## src/rtl/gemvtile_pkg.sv

```systemverilog
// gemvtile_pkg: shared tile-controller widths, issue entry layout and arbiter states.
package gemvtile_pkg;
    localparam int CTRL_INSTR_WIDTH = 32;
    localparam int CTRL_TOKEN_WIDTH = 16;
    typedef struct packed {
        logic [CTRL_INSTR_WIDTH-1:0] instr;
        logic [CTRL_TOKEN_WIDTH-1:0] token;
        logic                        last;
    } issue_entry_t;
    typedef enum logic [1:0] {ARB, BURST, GAP} arb_state_t;
endpackage

```

## src/rtl/gemvtile_issue_fifo.sv

```systemverilog
// gemvtile_issue_fifo: per-requester sync FIFO of issue entries with async reset.
module gemvtile_issue_fifo
    import gemvtile_pkg::*;
#(
    parameter int DEPTH = 4
) (
    input  logic         clk,
    input  logic         rst,
    input  logic         push,
    input  logic         pop,
    input  issue_entry_t entry,
    output logic         full,
    output logic         empty,
    output issue_entry_t head
);
    localparam int AW = $clog2(DEPTH);
    issue_entry_t mem [DEPTH];
    logic [AW-1:0] rdPtr, wrPtr;
    logic [AW:0] count;
    always_ff @(posedge clk or posedge rst) begin
        if (rst) begin
            rdPtr <= '0;
            wrPtr <= '0;
            count <= '0;
        end else begin
            if (push) wrPtr <= wrPtr + 1'b1;
            if (pop) rdPtr <= rdPtr + 1'b1;
            count <= count + (AW+1)'(push) - (AW+1)'(pop);
        end
    end
    // Storage carries no reset; clearing the pointers is what empties the FIFO.
    always_ff @(posedge clk) if (push) mem[wrPtr] <= entry;
    assign full = count == (AW+1)'(DEPTH);
    assign empty = count == '0;
    assign head = mem[rdPtr];
endmodule

```

## src/rtl/gemvtile_issue_arbiter.sv

```systemverilog
// gemvtile_issue_arbiter: round-robin issue of two requester FIFOs onto one tile port, atomic bursts.
module gemvtile_issue_arbiter
    import gemvtile_pkg::*;
#(
    parameter int INSTR_W    = CTRL_INSTR_WIDTH,
    parameter int TOKEN_W    = CTRL_TOKEN_WIDTH,
    parameter int FIFO_DEPTH = 4,
    parameter int ISSUE_GAP  = 1
) (
    input  logic               clk,
    input  logic               rst,
    input  logic [INSTR_W-1:0] reqA_instr,
    input  logic [TOKEN_W-1:0] reqA_token,
    input  logic               reqA_last,
    input  logic               reqA_valid,
    output logic               reqA_ready,
    input  logic [INSTR_W-1:0] reqB_instr,
    input  logic [TOKEN_W-1:0] reqB_token,
    input  logic               reqB_last,
    input  logic               reqB_valid,
    output logic               reqB_ready,
    output logic [INSTR_W-1:0] instruction,
    output logic [TOKEN_W-1:0] token_out,
    output logic               outValid,
    input  logic               tileBusy,
    output logic               grantB,
    output logic               locked
);
    localparam int GW = ISSUE_GAP > 1 ? $clog2(ISSUE_GAP) : 1;
    localparam logic [GW-1:0] GAP_INIT = GW'(ISSUE_GAP > 0 ? ISSUE_GAP - 1 : 0);
    issue_entry_t entA, entB, headA, headB, headSel;
    logic fullA, fullB, emptyA, emptyB, popA, popB;
    logic live, rrPtr, pickB, issue, nextLocked;
    logic [GW-1:0] gapCnt;
    arb_state_t state, nextState;
    assign entA = '{instr: reqA_instr, token: reqA_token, last: reqA_last};
    assign entB = '{instr: reqB_instr, token: reqB_token, last: reqB_last};
    // Ready is held low through reset and only opens on the first edge after release.
    assign reqA_ready = live && !fullA;
    assign reqB_ready = live && !fullB;
    gemvtile_issue_fifo #(.DEPTH(FIFO_DEPTH)) fifoA (
        .clk(clk), .rst(rst), .push(reqA_valid && reqA_ready), .pop(popA),
        .entry(entA), .full(fullA), .empty(emptyA), .head(headA)
    );
    gemvtile_issue_fifo #(.DEPTH(FIFO_DEPTH)) fifoB (
        .clk(clk), .rst(rst), .push(reqB_valid && reqB_ready), .pop(popB),
        .entry(entB), .full(fullB), .empty(emptyB), .head(headB)
    );
    always_comb begin
        pickB = (state == BURST) ? grantB : (!emptyB && (emptyA || rrPtr));
        headSel = pickB ? headB : headA;
        issue = (state != GAP) && !tileBusy && !(pickB ? emptyB : emptyA);
        popA = issue && !pickB;
        popB = issue && pickB;
        nextLocked = issue ? !headSel.last : locked;
        nextState = (state == GAP) ? ((gapCnt == '0) ? (locked ? BURST : ARB) : GAP) :
                    !issue ? state :
                    (ISSUE_GAP > 0) ? GAP : (nextLocked ? BURST : ARB);
    end
    always_ff @(posedge clk or posedge rst) begin
        if (rst) begin
            live        <= 1'b0;
            state       <= ARB;
            rrPtr       <= 1'b0;
            locked      <= 1'b0;
            grantB      <= 1'b0;
            outValid    <= 1'b0;
            instruction <= '0;
            token_out   <= '0;
            gapCnt      <= '0;
        end else begin
            live     <= 1'b1;
            state    <= nextState;
            locked   <= nextLocked;
            outValid <= issue;
            if (issue) begin
                instruction <= headSel.instr;
                token_out   <= headSel.token;
                grantB      <= pickB;
                gapCnt      <= GAP_INIT;
                if (headSel.last) rrPtr <= !pickB;
            end else if (state == GAP && gapCnt != '0) begin
                gapCnt <= gapCnt - 1'b1;
            end
        end
    end
endmodule

```

## config.mk

```make
export PLATFORM = sky130hd
export DESIGN_NAME = gemvtile_issue_arbiter
export DESIGN_NICKNAME = d
export VERILOG_FILES = /design/src/rtl/gemvtile_pkg.sv /design/src/rtl/gemvtile_issue_fifo.sv /design/src/rtl/gemvtile_issue_arbiter.sv
export SDC_FILE = /design/constraint.sdc
export NUM_CORES = 1
export LEC_CHECK = 0
export ABC_AREA = 1
export BUFFER_PORTS_ARGS = -buffer_cell sky130_fd_sc_hd__buf_2
export CAP_MARGIN = 15
export CORE_ASPECT_RATIO = 0.8
export CORE_UTILIZATION = 56
export CTS_CLUSTER_DIAMETER = 60
export DETAILED_ROUTE_END_ITERATION = 12
export GPL_TIMING_DRIVEN = 1
export PLACE_DENSITY = 0.75
export SYNTH_ARGS = -nofsm -noshare
export SYNTH_HDL_FRONTEND = slang
export SYNTH_HIERARCHICAL = 1
export SYNTH_SLANG_ARGS = --single-unit
```

## constraint.sdc

```tcl
create_clock -name clk -period 4.9 [get_ports clk]
set_input_delay 0.245 -clock clk [delete_from_list [all_inputs] [get_ports clk]]
set_output_delay 0.245 -clock clk [all_outputs]
set_load 0.03 [all_outputs]
```

==> results.json <==
{
  "outcome": "finished clean",
  "cap_violations": 0,
  "synth_area_um2": 19890,
  "yosys.area_share.simple_pct": 20.15,
  "synth_cells": 1982,
  "cts_buffers": 44,
  "rsz0062_at_grt": "no",
  "grt_use_met3_pct": 4.350,
  "drv_slew": 0,
  "coreArea_um2": 34880,
  "vias": 13500,
  "area_growth_pct": 17.49,
  "ys_ff_latch": 462,
  "grt_busiest_layer": "met2",
  "yosysSeqAreaShare_pct": 67.98,
  "cts_hold_buffers": 99,
  "portBuffers": 155,
  "clkTransAtPathRegs_ns": 0.06,
  "power.density_nw_per_um2": 566.8,
  "layout-drive-gt1-share_pct": 11.46,
  "htreeDepth": 2,
  "place_congestion": 0.9051,
  "wirelength_mm": 43.69,
  "avgRoutedWirePerCell_um": 16.03,
  "pin_count": 156,
  "hpwlAfterDp_mm": 26.62,
  "rr_worst_depth": 12,
  "cts_resized": 0,
  "drcViolationCount": 0,
  "cts-root-buf": "clkbuf_16",
  "finalHoldViolations": 0,
  "antenna_found_initial": 1,
  "min_period_ns": 3.406,
  "use_met1_pct": 31.68,
  "startpoint_type": "flip-flop",
  "p_leak_nw": 11.05,
  "cp.required_ns": 5.38,
  "max_slew_margin_pct": 27.37,
  "cp.arrival_ns": 3.89,
  "die_w_um": 212.7,
  "cts_tree": "done",
  "final_cell_mix": "714 x nand2_1, 413 x inv_1, 392 x edfxtp_1",
  "fmax_ghz": 0.2936,
  "via_per_inst": 4.953,
  "start_util_pct": 57.03,
  "synthAdderAreaFrac_pct": 0.9560,
  "overflow": 0,
  "synth_top_cell_by_area": "edfxtp_1",
  "drtPass1Iterations": 5,
  "grt_pass1_wl_mm": 68.34,
  "fp-row-count": 61,
  "fin_skew_ns": 0.01043,
  "num-nets-final": 2335,
  "cts_sinks": 462,
  "drt_iter0_markers": 1107,
  "crit_path_end_kind": "flip-flop",
  "finalSetupViolations": 0,
  "cts_setup_buffers": 0,
  "finalCritPeriodShare_pct": 69.51,
  "min_path_type": "input pin to flip-flop",
  "syn_nets": 2099,
  "holdWs_ns": 0.1594,
  "synth_xor_area_share_pct": 0.2642,
  "path_class": "flip-flop to flip-flop",
  "synth_top_area_share_pct": 59.17,
  "dieArea_um2": 36280,
  "yosysWarnings": 6,
  "cp_max_fo": 30,
  "drt.antenna.violating_nets": 0,
  "insertion_delay_ns": 0.55,
  "synth_compound_area_share_pct": 0.1950,
  "tightestPinTransition_ns": 1.088,
  "grtUsageMet2_pct": 42.95,
  "hold_depth": 5,
  "finalSetupTns_ns": 0,
  "synth_area_per_cell_um2": 10.04,
  "ir_worst_vdd_uv": 536.2,
  "synthMuxAreaShare_pct": 0,
  "synth.area.top_cells": "edfxtp_1 59%, nand2_1 13%, dfrtp_1 8.8%",
  "grt_pass1_vias": 13220,
  "synth_top_family_by_area": "simple AND/OR/NAND/NOR gates",
  "track_usage_pct": 24.79,
  "final_common_cell": "nand2_1",
  "die_y_um": 170.6,
  "clock_path_buffers": 3,
  "grt_max_degree": 101,
  "synth.distinct_cells": 25
}
metrics by stage:
stage	total power, mW	setup WS, ns	cells	cell area [µm²]	utilization [%]
detailed placement	9.878	1.533	2545	20960	60.09
global placement	9.738	1.606	2545	20960	60.09
finish	13.25	1.494	2725	23370	67.01
floorplan	8.597	2.424	1982	19890	-
global route	14.01	1.211	2725	23370	67.01
CTS	13.33	1.509	2724	23370	67.00
report_power, final:
part,internal (mW),switching (mW),leakage (nW)
Sequential,4.94,0.356,4.41
Clock,1.98,1.38,0.693
Combinational,1.30,3.29,5.95
Total,8.22,5.03,11.1
worst paths after layout:
path | startpoint | end | slack (ns)
worst max register to register | state[1]$_DFFE_PP0P_ | fifoB/count[2]$_DFF_PP0_ | 1.49
worst min-delay path | tileBusy | grantB$_DFFE_PP0P_ | 0.16
min in group asynchronous | rst | fifoA/rdPtr[1]$_DFFE_PP0P_ | 0.25
worst min register to register | instruction[3]$_DFFE_PP0P_ | instruction[3]$_DFFE_PP0P_ | 0.47
max in group asynchronous | rst | instruction[7]$_DFFE_PP0P_ | 3.88
worst max-delay path | state[1]$_DFFE_PP0P_ | fifoB/count[2]$_DFF_PP0_ | 1.49
routing by layer:
| metal | wire length [µm] | vias to the layer above |
|---|---|---|
| li1 | - | 6634 |
| met1 | 17920 | 6356 |
| met2 | 21630 | 425 |
| met3 | 2837 | 82 |
| met4 | 1298 | 0 |
| met5 | 0 | - |
flip-flops by register name, summed over array words and instances (netlist names):
name         count
instruction     32
fifoB/mem      196
rrPtr            1
fifoB/count      3
state            2
locked           1
live             1
fifoA/mem      196
gapCnt           1
token_out       16
fifoB/rdPtr      2
fifoA/rdPtr      2
outValid         1
fifoA/count      3
grantB           1
fifoB/wrPtr      2
fifoA/wrPtr      2
area by class of cell:
cell class | instances | area [µm²]
clock inverters | 14 | 163.9
fillers | 2656 | 11510
inverters | 430 | 1614
clock buffers | 66 | 1255
multi-input cells | 1006 | 4303
well taps | 472 | 590.6
repair buffers | 274 | 1917
flip-flops and latches | 462 | 13530
diodes | 1 | 2.502
cell families (layout without fill, tap and decap cells):
group           after synthesis  after routing
xor+xnor                      6              6
fa+ha+maj                    14             14
other cells                   1              2
simple gates                978            978
compound gates                7              7
flops                       462            462
buf+inv                     514            784
Yosys cell counts (all sizes together):
| cell type | instances |
|---|---|
| a21oi | 2 |
| buf | 64 |
| clkbuf | 20 |
| conb | 1 |
| dfrtp | 70 |
| edfxtp | 392 |
| fa | 2 |
| ha | 12 |
| inv | 430 |
| nand2 | 716 |
| nand3 | 249 |
| nand3b | 1 |
| nand4 | 1 |
| nor2 | 7 |
| nor3 | 2 |
| nor3b | 2 |
| o21ai | 5 |
| xor2 | 6 |
worst max-delay path: stages, from the launching register on:
cell and delay (ns):
dfrtp_1 0.40, inv_2 0.08, nand3_1 0.55, nand2_2 0.65
nand2_1 0.21, inv_2 0.40, ha_1 0.21, inv_1 0.04
ha_1 0.19, fa_1 0.41, inv_1 0.06, nand3_1 0.07
nand2_1 0.07
Power figures use the tool's default switching activity.
